**src/rtl/alu_exec_ctrl_if.sv**
```systemverilog
`default_nettype none
// ============================================================================
// Module   : alu_exec_ctrl_if
// Brief    : Instruction handshake, register-file, ALU and status bundle for
//            the ALU execute controller.
// Revision : 1.0
// ============================================================================
interface alu_exec_ctrl_if #(
  parameter int DATA_W = 16,
  parameter int REG_AW = 4
);
  logic              instr_valid;
  logic [DATA_W-1:0] instr;
  logic              instr_ready;
  logic [REG_AW-1:0] rf_raddr_a;
  logic [REG_AW-1:0] rf_raddr_b;
  logic [DATA_W-1:0] rf_rdata_a;
  logic [DATA_W-1:0] rf_rdata_b;
  logic [DATA_W-1:0] alu_a;
  logic [DATA_W-1:0] alu_b;
  logic [DATA_W-1:0] alu_opcode;
  logic              alu_carry_in;
  logic [DATA_W-1:0] alu_c;
  logic [4:0]        alu_flags;
  logic              rf_we;
  logic [REG_AW-1:0] rf_waddr;
  logic [DATA_W-1:0] rf_wdata;
  logic [4:0]        psr;
  logic              done;
  logic              illegal;

  modport master (
    input  instr_valid, instr, rf_rdata_a, rf_rdata_b, alu_c, alu_flags,
    output instr_ready, rf_raddr_a, rf_raddr_b, alu_a, alu_b, alu_opcode,
           alu_carry_in, rf_we, rf_waddr, rf_wdata, psr, done, illegal
  );

  modport slave (
    output instr_valid, instr, rf_rdata_a, rf_rdata_b, alu_c, alu_flags,
    input  instr_ready, rf_raddr_a, rf_raddr_b, alu_a, alu_b, alu_opcode,
           alu_carry_in, rf_we, rf_waddr, rf_wdata, psr, done, illegal
  );
endinterface
`default_nettype wire

```
**src/rtl/alu_exec_ctrl.sv**
```systemverilog
`default_nettype none
// ============================================================================
// Module   : alu_exec_ctrl
// Brief    : Four-state execute sequencer (IDLE/READ/EXEC/WB) for a 16-bit
//            ALU; optional macro CARRY_CHAIN_EN feeds psr carry to ADD/ADDI.
// Revision : 1.0
// ============================================================================
module alu_exec_ctrl #(
  parameter int DATA_W = 16,
  parameter int REG_AW = 4
) (
  input  wire logic       clk,
  input  wire logic       reset,
  alu_exec_ctrl_if.master bus
);

  localparam logic [3:0] OP_RTYPE  = 4'h0;
  localparam logic [3:0] OP_ADDI   = 4'h5;
  localparam logic [3:0] OP_SHIFTS = 4'h8;
  localparam logic [3:0] OP_SUBI   = 4'h9;
  localparam logic [3:0] OP_CMPI   = 4'hB;
  localparam logic [3:0] EXT_ADD   = 4'h5;
  localparam logic [3:0] EXT_CMP   = 4'hB;

  typedef enum logic [1:0] {
    S_IDLE = 2'd0,
    S_READ = 2'd1,
    S_EXEC = 2'd2,
    S_WB   = 2'd3
  } state_t;

  state_t            state;
  state_t            state_nxt;
  logic [DATA_W-1:0] ir;
  logic [DATA_W-1:0] res;
  logic [4:0]        flg;
  logic [4:0]        psr_q;

  logic [3:0]        op;
  logic [3:0]        ext;
  logic              is_legal;
  logic              is_imm;
  logic              writes_rf;
  logic              carry_sel;
  logic [DATA_W-1:0] imm_sext;

  assign op       = ir[15:12];
  assign ext      = ir[7:4];
  assign is_legal = (op == OP_RTYPE) || (op == OP_ADDI) || (op == OP_SUBI) ||
                    (op == OP_CMPI)  || (op == OP_SHIFTS);
  assign is_imm   = (op == OP_ADDI) || (op == OP_SUBI) || (op == OP_CMPI);
  // Compares only update flags, so they never write the destination.
  assign writes_rf = is_legal && (op != OP_CMPI) &&
                     !((op == OP_RTYPE) && (ext == EXT_CMP));
  assign imm_sext = {{(DATA_W-8){ir[7]}}, ir[7:0]};

`ifdef CARRY_CHAIN_EN
  assign carry_sel = (((op == OP_RTYPE) && (ext == EXT_ADD)) || (op == OP_ADDI)) ?
                     psr_q[0] : 1'b0;
`else
  assign carry_sel = 1'b0;
`endif

  assign bus.psr = psr_q;

  always_ff @(posedge clk) begin
    if (reset) begin
      state <= S_IDLE;
      ir    <= '0;
      res   <= '0;
      flg   <= '0;
      psr_q <= '0;
    end else begin
      state <= state_nxt;
      if ((state == S_IDLE) && bus.instr_valid) begin
        ir <= bus.instr;
      end
      if (state == S_EXEC) begin
        res <= bus.alu_c;
        flg <= bus.alu_flags;
      end
      if ((state == S_WB) && is_legal) begin
        psr_q <= flg;
      end
    end
  end

  always_comb begin
    state_nxt        = state;
    bus.instr_ready  = 1'b0;
    bus.rf_raddr_a   = '0;
    bus.rf_raddr_b   = '0;
    bus.alu_a        = '0;
    bus.alu_b        = '0;
    bus.alu_opcode   = '0;
    bus.alu_carry_in = 1'b0;
    bus.rf_we        = 1'b0;
    bus.rf_waddr     = '0;
    bus.rf_wdata     = '0;
    bus.done         = 1'b0;
    bus.illegal      = 1'b0;
    case (state)
      S_IDLE: begin
        bus.instr_ready = 1'b1;
        if (bus.instr_valid) begin
          state_nxt = S_READ;
        end
      end
      S_READ: begin
        bus.rf_raddr_a = ir[11:8];
        bus.rf_raddr_b = ir[3:0];
        state_nxt      = S_EXEC;
      end
      S_EXEC: begin
        bus.alu_a        = bus.rf_rdata_a;
        bus.alu_b        = is_imm ? imm_sext : bus.rf_rdata_b;
        bus.alu_opcode   = ir;
        bus.alu_carry_in = carry_sel;
        state_nxt        = S_WB;
      end
      S_WB: begin
        // A reset landing in WB must suppress the write and the pulses.
        bus.rf_waddr = ir[11:8];
        bus.rf_wdata = res;
        bus.rf_we    = writes_rf && !reset;
        bus.done     = !reset;
        bus.illegal  = !is_legal && !reset;
        state_nxt    = S_IDLE;
      end
      default: state_nxt = S_IDLE;
    endcase
  end

endmodule
`default_nettype wire

```
**src/flat_wrapper.sv**
```systemverilog
// flat-port wrapper written by rule: the top's interface ports become plain ports
module alu_exec_ctrl_flat 
#(
  parameter int DATA_W = 16,
  parameter int REG_AW = 4
)
  (clk, reset, bus_instr_valid, bus_instr, bus_rf_rdata_a, bus_rf_rdata_b, bus_alu_c, bus_alu_flags, bus_instr_ready, bus_rf_raddr_a, bus_rf_raddr_b, bus_alu_a, bus_alu_b, bus_alu_opcode, bus_alu_carry_in, bus_rf_we, bus_rf_waddr, bus_rf_wdata, bus_psr, bus_done, bus_illegal);
  alu_exec_ctrl_if #(.DATA_W(DATA_W), .REG_AW(REG_AW)) bus_i ();
  input  wire logic clk;
  input  wire logic reset;
  input wire logic [$bits(bus_i.instr_valid)-1:0] bus_instr_valid;
  input wire logic [$bits(bus_i.instr)-1:0] bus_instr;
  input wire logic [$bits(bus_i.rf_rdata_a)-1:0] bus_rf_rdata_a;
  input wire logic [$bits(bus_i.rf_rdata_b)-1:0] bus_rf_rdata_b;
  input wire logic [$bits(bus_i.alu_c)-1:0] bus_alu_c;
  input wire logic [$bits(bus_i.alu_flags)-1:0] bus_alu_flags;
  output wire logic [$bits(bus_i.instr_ready)-1:0] bus_instr_ready;
  output wire logic [$bits(bus_i.rf_raddr_a)-1:0] bus_rf_raddr_a;
  output wire logic [$bits(bus_i.rf_raddr_b)-1:0] bus_rf_raddr_b;
  output wire logic [$bits(bus_i.alu_a)-1:0] bus_alu_a;
  output wire logic [$bits(bus_i.alu_b)-1:0] bus_alu_b;
  output wire logic [$bits(bus_i.alu_opcode)-1:0] bus_alu_opcode;
  output wire logic [$bits(bus_i.alu_carry_in)-1:0] bus_alu_carry_in;
  output wire logic [$bits(bus_i.rf_we)-1:0] bus_rf_we;
  output wire logic [$bits(bus_i.rf_waddr)-1:0] bus_rf_waddr;
  output wire logic [$bits(bus_i.rf_wdata)-1:0] bus_rf_wdata;
  output wire logic [$bits(bus_i.psr)-1:0] bus_psr;
  output wire logic [$bits(bus_i.done)-1:0] bus_done;
  output wire logic [$bits(bus_i.illegal)-1:0] bus_illegal;
  assign bus_i.instr_valid = bus_instr_valid;
  assign bus_i.instr = bus_instr;
  assign bus_i.rf_rdata_a = bus_rf_rdata_a;
  assign bus_i.rf_rdata_b = bus_rf_rdata_b;
  assign bus_i.alu_c = bus_alu_c;
  assign bus_i.alu_flags = bus_alu_flags;
  assign bus_instr_ready = bus_i.instr_ready;
  assign bus_rf_raddr_a = bus_i.rf_raddr_a;
  assign bus_rf_raddr_b = bus_i.rf_raddr_b;
  assign bus_alu_a = bus_i.alu_a;
  assign bus_alu_b = bus_i.alu_b;
  assign bus_alu_opcode = bus_i.alu_opcode;
  assign bus_alu_carry_in = bus_i.alu_carry_in;
  assign bus_rf_we = bus_i.rf_we;
  assign bus_rf_waddr = bus_i.rf_waddr;
  assign bus_rf_wdata = bus_i.rf_wdata;
  assign bus_psr = bus_i.psr;
  assign bus_done = bus_i.done;
  assign bus_illegal = bus_i.illegal;
  alu_exec_ctrl #(.DATA_W(DATA_W), .REG_AW(REG_AW)) u_core (.clk(clk), .reset(reset), .bus(bus_i));
endmodule
```
**config.mk**
```make
export PLATFORM = sky130hd
export DESIGN_NAME = alu_exec_ctrl_flat
export DESIGN_NICKNAME = d
export VERILOG_FILES = /design/src/rtl/alu_exec_ctrl_if.sv /design/src/rtl/alu_exec_ctrl.sv /design/src/flat_wrapper.sv
export SDC_FILE = /design/constraint.sdc
export NUM_CORES = 1
export LEC_CHECK = 0
export BUFFER_PORTS_ARGS = -buffer_cell sky130_fd_sc_hd__buf_2
export CAP_MARGIN = 25
export CORE_MARGIN = 4
export CORE_UTILIZATION = 42
export CTS_CLUSTER_DIAMETER = 30
export DETAILED_ROUTE_END_ITERATION = 6
export PLACE_DENSITY = 0.8
export SLEW_MARGIN = 0
export SYNTH_ARGS = -nofsm -noshare
export SYNTH_HDL_FRONTEND = slang
export SYNTH_SLANG_ARGS = --single-unit
```
**constraint.sdc**
```tcl
create_clock -name clk -period 1.5 [get_ports clk]
set_input_delay 0.075 -clock clk [delete_from_list [all_inputs] [get_ports clk]]
set_output_delay 0.075 -clock clk [all_outputs]
set_load 0.05 [all_outputs]
```
# == After elaboration in Yosys (flattened, before gate mapping) ==
# Cells that the tools add are included.
# word_totals
out_inout_bits,86
ff_bits,44
elab_cells,47
# classes
n_eq_ne,10
mux,14
reduce_logical,18
# op_table
operator,n
16-bit 2-to-1 mux,5
"4-bit equality test, second input constant",4
4-bit 2-to-1 mux,3
2-bit one-hot mux with 4 select lines,1
1-bit logical AND,7
1-bit logical OR,6
"2-bit equality test, second input constant",2
"4-bit by 3-bit equality test with 1-bit output, second input constant",1
4-bit zero test,1
1-bit 2-to-1 mux,4
"4-bit != test, second input constant",1
1-bit zero test,3
"2-bit by 1-bit equality test with 1-bit output, second input constant",1
2-bit zero test,1
2-bit 2-to-1 mux,1
"2-bit != test, second input constant",1

# == Longest topological paths before layout ==
# Gate-level depths: netlist of the first run.
# depth
word_depth,9
mapped_depth,7

# == Worst setup path before layout of the first run ==
# OpenSTA, ideal clock, no wires.
# synth_path
kind,register to output
start,register u_core.ir[15]
end,output bus_alu_b[10]
path_slack_ns,-0.711
path_stages_with_launch,6
arrival_time_ns,2.136
cell_sequence,dfxtp_1 nor2b_1 buf_6 o21a_2 buf_4 o21ai_0
# synth_via
elab_chain_len,5
# synth_lines
item,line,rtl
"start, declared",alu_exec_ctrl.sv:34,logic [DATA_W-1:0] ir;
"start signal, assigned",alu_exec_ctrl.sv:76,ir <= bus.instr;
4-bit by 3-bit equality test with 1-bit output / 4-bit equality test (equally long branches),alu_exec_ctrl.sv:51,assign is_imm = (op == OP_ADDI) || (op == OP_SUBI) || (op == OP_CMPI);
1-bit logical OR,alu_exec_ctrl.sv:51,
1-bit logical OR *,alu_exec_ctrl.sv:51,
16-bit 2-to-1 mux *,alu_exec_ctrl.sv:116,bus.alu_b = is_imm ? imm_sext : bus.rf_rdata_b;
16-bit 2-to-1 mux *,alu_exec_ctrl.sv:102,case (state)
"end, declared",flat_wrapper.sv:21,output wire logic [$bits(bus_i.alu_b)-1:0] bus_alu_b;
# Every way passes the cells marked *; elsewhere a longest branch is shown, timed or not.

# == Worst setup path after layout of the first run ==
# layout_path
start,register u_core.ir[14]
end,output bus_alu_b[0]
# Same word-level chain as after synthesis.

==> results.ini, run 1 <==
[status]
run_status = finished with violations
violations = setup timing

[routing]
vias = 3085
route.met3.wl_um = 1116
avgRoutedWirePerCell_um = 20.95
drc = 0
drt_iter0_markers = 225
top_layer_used = met4
first_pass_iters = 4
met2_length_um = 5914
wl_met1_um = 4432
via_per_inst = 5.412
detail-route-antenna-nets = 0
wirelength_um = 11940

[setup_path]
reg2reg_slack_ns = -0.13
cp_slowest_cell = dfxtp_4
worstSetupPathDepth = 6
slowest_delay_ns = 0.37
end_kind = output port
start_kind = register
cp.required_ns = 1.42
critPathKind = register to output port
crit_chain = nor3b_4, buf_4, o21a_4, clkbuf_16, o21ai_2, buf_6
critPathArrivalTime_ns = 1.72
cp_top_family = buffers and inverters
ff2ff_path_depth = 8
worst-path-max-fanout = 5
worst-path-buf-inv = 3

[power_and_ir_drop]
finalPower_uw = 7224
ir_drop_uv = 956.2
p_per_area_nw_per_um2 = 1478
p_leak_uw = 0.002213

[synth]
synthMostInstantiatedCell = and2_1
synth_ff_type = dfxtp_1
syn_area_per_cell_sq_um = 7.917
synth_top_area_share_pct = 36.84
syn_area_sq_um = 2391
synth_seq_cells = 44
synth_seq_area_share_pct = 36.84
synthCells = 302
synth_top_area_cell = dfxtp_1
synth_common_cells = 61 x and2_1, 49 x nand2_1, 44 x dfxtp_1
synthArstFlopShare_pct = 0
synth_area_leaders = dfxtp_1 37%, and2_1 16%, mux2i_1 11%
synth_edf_count = 0
yosys.cell_types.count = 28
ys_warn_count = 0
syn_nets = 378

[clock_tree]
cts.sink_count = 44
cts_buffers = 5
path_clk_slew_ns = 0.08
clockRootBuffer = clkbuf_8
ctsLongestPathBuffers = 2
clkLatencyLatePin_ns = 0.30
cts_tree = yes
cts_max_level = 2

[sta]
fmax_ghz = 0.5575
min_period_over_period_pct = 119.6
period_needed_ns = 1.794
clock_skew_ns = 0.004469
grt_setup_unrepaired = yes
layout_setup_ws_ns = -0.2936
setup_violations = 64
slew_viol_final = 0
hold_violations = 0

[layout]
multiInputGateArea_sq_um = 1742
register_area_sq_um = 893.4
fin_nets = 573
antennaDiodeCount = 0
num-fill-cells = 232
drive_gt1_share_pct = 61.65
fin_util_pct = 88.78
syn_to_final_growth_pct = 104.4

[global_routing]
antenna_found_initial = 0
first_global_vias = 2784
grt_pass1_wl_um = 13690
grtUsageTotal_pct = 23.91
grt_max_degree = 50
grt_overflow = 0

[die]
coreArea_sq_um = 5507
die_h_um = 83.45
die-area_sq_um = 6964
io_pins = 158
initial_utilization_pct = 43.42
die_w_um = 83.45
placementRows = 27

[run]
drv_cap = 0

[worst_hold_path]
worstHoldPathCells = 3
hold_path.class = input port to register

[placed_design]
gp_congestion = 0.8706
hpwl_um = 5479
io_buffers = 156

-- stage by stage --
step | cells | TNS, ns | cell area, sq um | setup slack [ns] | hold WS, ns
after floorplan | 302 | -3.604 | 2552 | -0.2981 | 0.2006
after global placement | 530 | -0.1834 | 3512 | -0.01451 | 0.3081
after detailed placement | 530 | -0.9909 | 3512 | -0.08109 | 0.3155
after CTS | 553 | -3.456 | 4177 | -0.1965 | 0.0008775
after global routing | 570 | -11.45 | 4888 | -0.3330 | 0.008387
final | 570 | -8.669 | 4888 | -0.2936 | 0.01040
-- layer usage --
metal  up-vias  track usage [%]
met5         -                0
met4         0            9.649
met3        44            6.318
met2       219            42.93
met1      1457            26.71
li1       1365                -
-- power breakdown --
| part | leakage, uW | internal, uW | switching [uW] |
|---|---|---|---|
| sequential | 0.000361 | 1420 | 224 |
| clock | 0.0000585 | 494 | 415 |
| combinational | 0.00179 | 2120 | 2560 |
-- cell families (layout without fill, tap and decap cells) --
kind of cell               Yosys count  after routing  synth area share (%)
DFF                                 44             44                 36.84
other                                1              1                0.1568
muxes                               27             27                 11.30
buffers and inverters               27            223                 5.337
AOI/OAI and AO/OA                   47             47                 11.51
and+or+nand+nor                    151            151                 32.39
adders and majority gates            4              4                 2.093
xor gates and xnor gates             1              1                0.3664
-- final timing paths --
kind | from | endpoint
setup / recovery | u_core.ir[14] | bus_alu_b[0]
hold / removal | bus_alu_c[13] | u_core.res[13]
setup reg to reg | u_core.state[0] | u_core.ir[15]
hold reg to reg | u_core.bus.psr[3] | u_core.bus.psr[3]
-- repair_timing --
action                                  4_1_cts  5_1_grt
endpoints found under the hold margin         4        1
gates resized for setup                     138      148
gates cloned                                  1        7
pin swaps                                     2       24
hold buffers                                  4        1
endpoints found under the setup margin       78       85
buffers inserted                             10       12
-- worst min-delay path: cells and delay by family --
kind	cells	cell delay (ns)
simple gates	1	0.07
buf+inv	1	0.07
mux	1	0.05
-- cell type report --
type	instances	share of cell area, %
Clock buffer	5	1.408
Sequential cell	44	18.27
Tap cell	72	1.843
Multi-Input combinational cell	231	35.63
Timing Repair Buffer	211	41.69
Clock inverter	3	0.8446
Inverter	4	0.3071
-- flip-flops by register name (all words and copies together) (netlist names) --
| signal | flops |
|---|---|
| u_core.bus.psr | 5 |
| u_core.flg | 5 |
| u_core.ir | 16 |
| u_core.res | 16 |
| u_core.state | 2 |
-- cell usage in the layout (no fill, tap or decap), types with 2 or more instances in the layout --
cell | synthesis | layout
dlygate4sd3_1 | 0 | 5
dfxtp_1 | 44 | 40
clkbuf_4 | 0 | 2
buf_2 | 3 | 80
buf_6 | 2 | 51
a21oi_1 | 17 | 16
o21ai_4 | 0 | 8
mux2i_1 | 27 | 27
clkbuf_16 | 0 | 6
buf_4 | 2 | 25
ha_4 | 0 | 3
o21ai_2 | 0 | 8
clkbuf_8 | 0 | 5
dfxtp_4 | 0 | 3
o211ai_1 | 8 | 8
o21bai_1 | 2 | 2
inv_1 | 4 | 3
nand2b_1 | 12 | 11
buf_8 | 0 | 36
and2_4 | 0 | 59
nor2_1 | 24 | 24
buf_12 | 0 | 6
nand2_1 | 49 | 48
(Power assumes the default switching activity.)
==> inputs of run 2 (changes only) <==
--- a/config.mk
+++ b/config.mk
@@ -9,7 +9,9 @@
 export CAP_MARGIN = 25
+export CELL_PAD_IN_SITES_DETAIL_PLACEMENT = 2
+export CELL_PAD_IN_SITES_GLOBAL_PLACEMENT = 2
 export CORE_MARGIN = 4
-export CORE_UTILIZATION = 42
+export CORE_UTILIZATION = 21
 export CTS_CLUSTER_DIAMETER = 30
 export DETAILED_ROUTE_END_ITERATION = 6
-export PLACE_DENSITY = 0.8
+export PLACE_DENSITY_LB_ADDON = 0.1
 export SLEW_MARGIN = 0
==> constraint.sdc (replaced) <==
create_clock -name clk -period 1.5 [get_ports clk]
set_input_delay 0.225 -clock clk [delete_from_list [all_inputs] [get_ports clk]]
set_output_delay 0.225 -clock clk [all_outputs]
set_load 0.05 [all_outputs]
==> run 2 against run 1 <==
The flow still finishes with violations (setup timing). Sequential share of layout area shrank 0.15 points. Via count shrank 9.8%. Cell count grew 11%. Maximum frequency shrank 2.4%. Register-to-register slack gained 0.13 ns. Clock power grew 22%. Setup slack lost 0.044 ns. Clock-buffer cell count grew 2. Cell area grew 0.84%. Largest cell class unchanged. Highest routed layer is now met5.
==> results.ini, run 2 (synthesis gave the netlist of run 1 again) <==
[sta]
hold_violations = 0
layout_setup_ws_ns = -0.3379
setup_tns_ns = -16.75
tightest_slew_ns = 0.5273
slew_headroom_pct = 64.85
grt_setup_unrepaired = yes
clock_skew_ns = 0.004488
holdWs_ns = 0.1780
min_period_over_period_pct = 122.5
slew_viol_final = 0
period_needed_ns = 1.838
setup_violations = 79
fmax_ghz = 0.5441

[global_routing]
grt_pass1_wl_um = 16470
grtUsageTotal_pct = 15.58
first_global_vias = 3084
grt_max_degree = 50
grt_overflow = 0
antenna_found_initial = 1

[routing]
detail-route-antenna-nets = 0
drc = 0
vias = 2784
drt_iter0_markers = 67
via_per_inst = 4.391
avgRoutedWirePerCell_um = 16.92
first_pass_iters = 4
wirelength_um = 10730

[clock_tree]
ctsLongestPathBuffers = 2
clkLatencyLatePin_ns = 0.28
clockRootBuffer = clkbuf_16
cts_tree = yes
cts_buffers = 5
holdBufCountCts = 0
cts_max_level = 2
path_clk_slew_ns = 0.06
cts.sink_count = 44

[run]
drv_cap = 0

[die]
initial_utilization_pct = 21.77
placementRows = 38
die_w_um = 114.7
die-area_sq_um = 13160
die_h_um = 114.7
io_pins = 158
coreArea_sq_um = 10980

[setup_path]
cp.required_ns = 1.27
ff2ff_path_depth = 7
worst-path-max-fanout = 8
start_kind = register
critPathKind = register to output port
end_kind = output port
critPathArrivalTime_ns = 1.61

[status]
violations = setup timing
run_status = finished with violations

[placed_design]
gp_congestion = 0.7270
io_buffers = 156
placedCellCount = 603
hpwl_um = 7334
dpl_cell_area_sq_um = 3660

[layout]
finalInstanceArea_sq_um = 4930
antennaDiodeCount = 0
drive_gt1_share_pct = 63.56
syn_to_final_growth_pct = 106.2
fin_cells = 634
layout.cells.most_common_list = 78 x buf_2, 67 x buf_6, 52 x and2_4
reg_top3 = u_core.ir x16, u_core.res x16
final_common_cell = buf_2
fin_nets = 569

[power_and_ir_drop]
finalPower_uw = 7299
p_per_area_nw_per_um2 = 1481
p_leak_uw = 0.002200
ir_drop_uv = 628.9

[worst_hold_path]
hold_path.class = input port to register
worstHoldPathCells = 3

[run 2: cell count changes in the layout (fill, tap and decap cells not counted), sizes merged]
cell,previous run,this run
buf,198,202
clkbuf,13,11
bufinv,1,0
dlygate4sd3,5,0
clkinv,1,0
bufbuf,0,1
[run 2: where the power goes]
part	switching [uW]	total, uW	internal (uW)
clock network	449	1110	665
registers	200	1620	1420
logic	2440	4570	2120
total	3090	7300	4210
[run 2: timing repair]
item / 4_1_cts / 5_1_grt
buffers inserted: 14 / 3
pin swaps: 3 / 2
setup endpoints to repair: 85 / 106
resized for setup: 239 / 29
cloned: 4 / 5
[run 2: worst paths after layout]
check                    startpoint                 to  slack, ns
setup / recovery      u_core.ir[14]      bus_alu_b[12]      -0.34
hold / removal        bus_instr[14]      u_core.ir[14]       0.18
setup reg to reg    u_core.state[0]  u_core.bus.psr[1]          0
hold reg to reg   u_core.bus.psr[0]  u_core.bus.psr[0]       0.48
[run 2: metal layers]
layer | part of all wire, % | vias to the layer above | track usage, %
li1 | - | 1360 | -
met5 | 0.12 | - | 0
met1 | 41 | 1323 | 18.69
met3 | 5.9 | 7 | 3.541
met4 | 0.70 | 2 | 3.052
met2 | 53 | 92 | 28.52
[run 2: cell type report]
cell class | count | area [sq um]
multi-input cells | 231 | 1724
inverters | 4 | 20.02
well taps | 140 | 175.2
fillers | 1183 | 6053
repair buffers | 207 | 1968
flip-flops and latches | 44 | 893.4
clock buffers | 7 | 142.6
clock inverters | 1 | 6.256
[run 2: stage by stage]
stage,utilization [%],worst slack [ns]
2_1_floorplan,-,-0.4481
3_3_place_gp,33.32,-0.1134
3_5_place_dp,33.32,-0.1942
4_1_cts,43.11,-0.3282
5_1_grt,44.88,-0.4048
6_report,44.88,-0.3379
[run 2: worst max-delay path, cell delays in order, from the launching register on]
cell and delay, ns:
dfxtp_4 0.37, nor3b_4 0.28, o21a_2 0.25, clkbuf_16 0.20, o21ai_2 0.08, buf_6 0.15
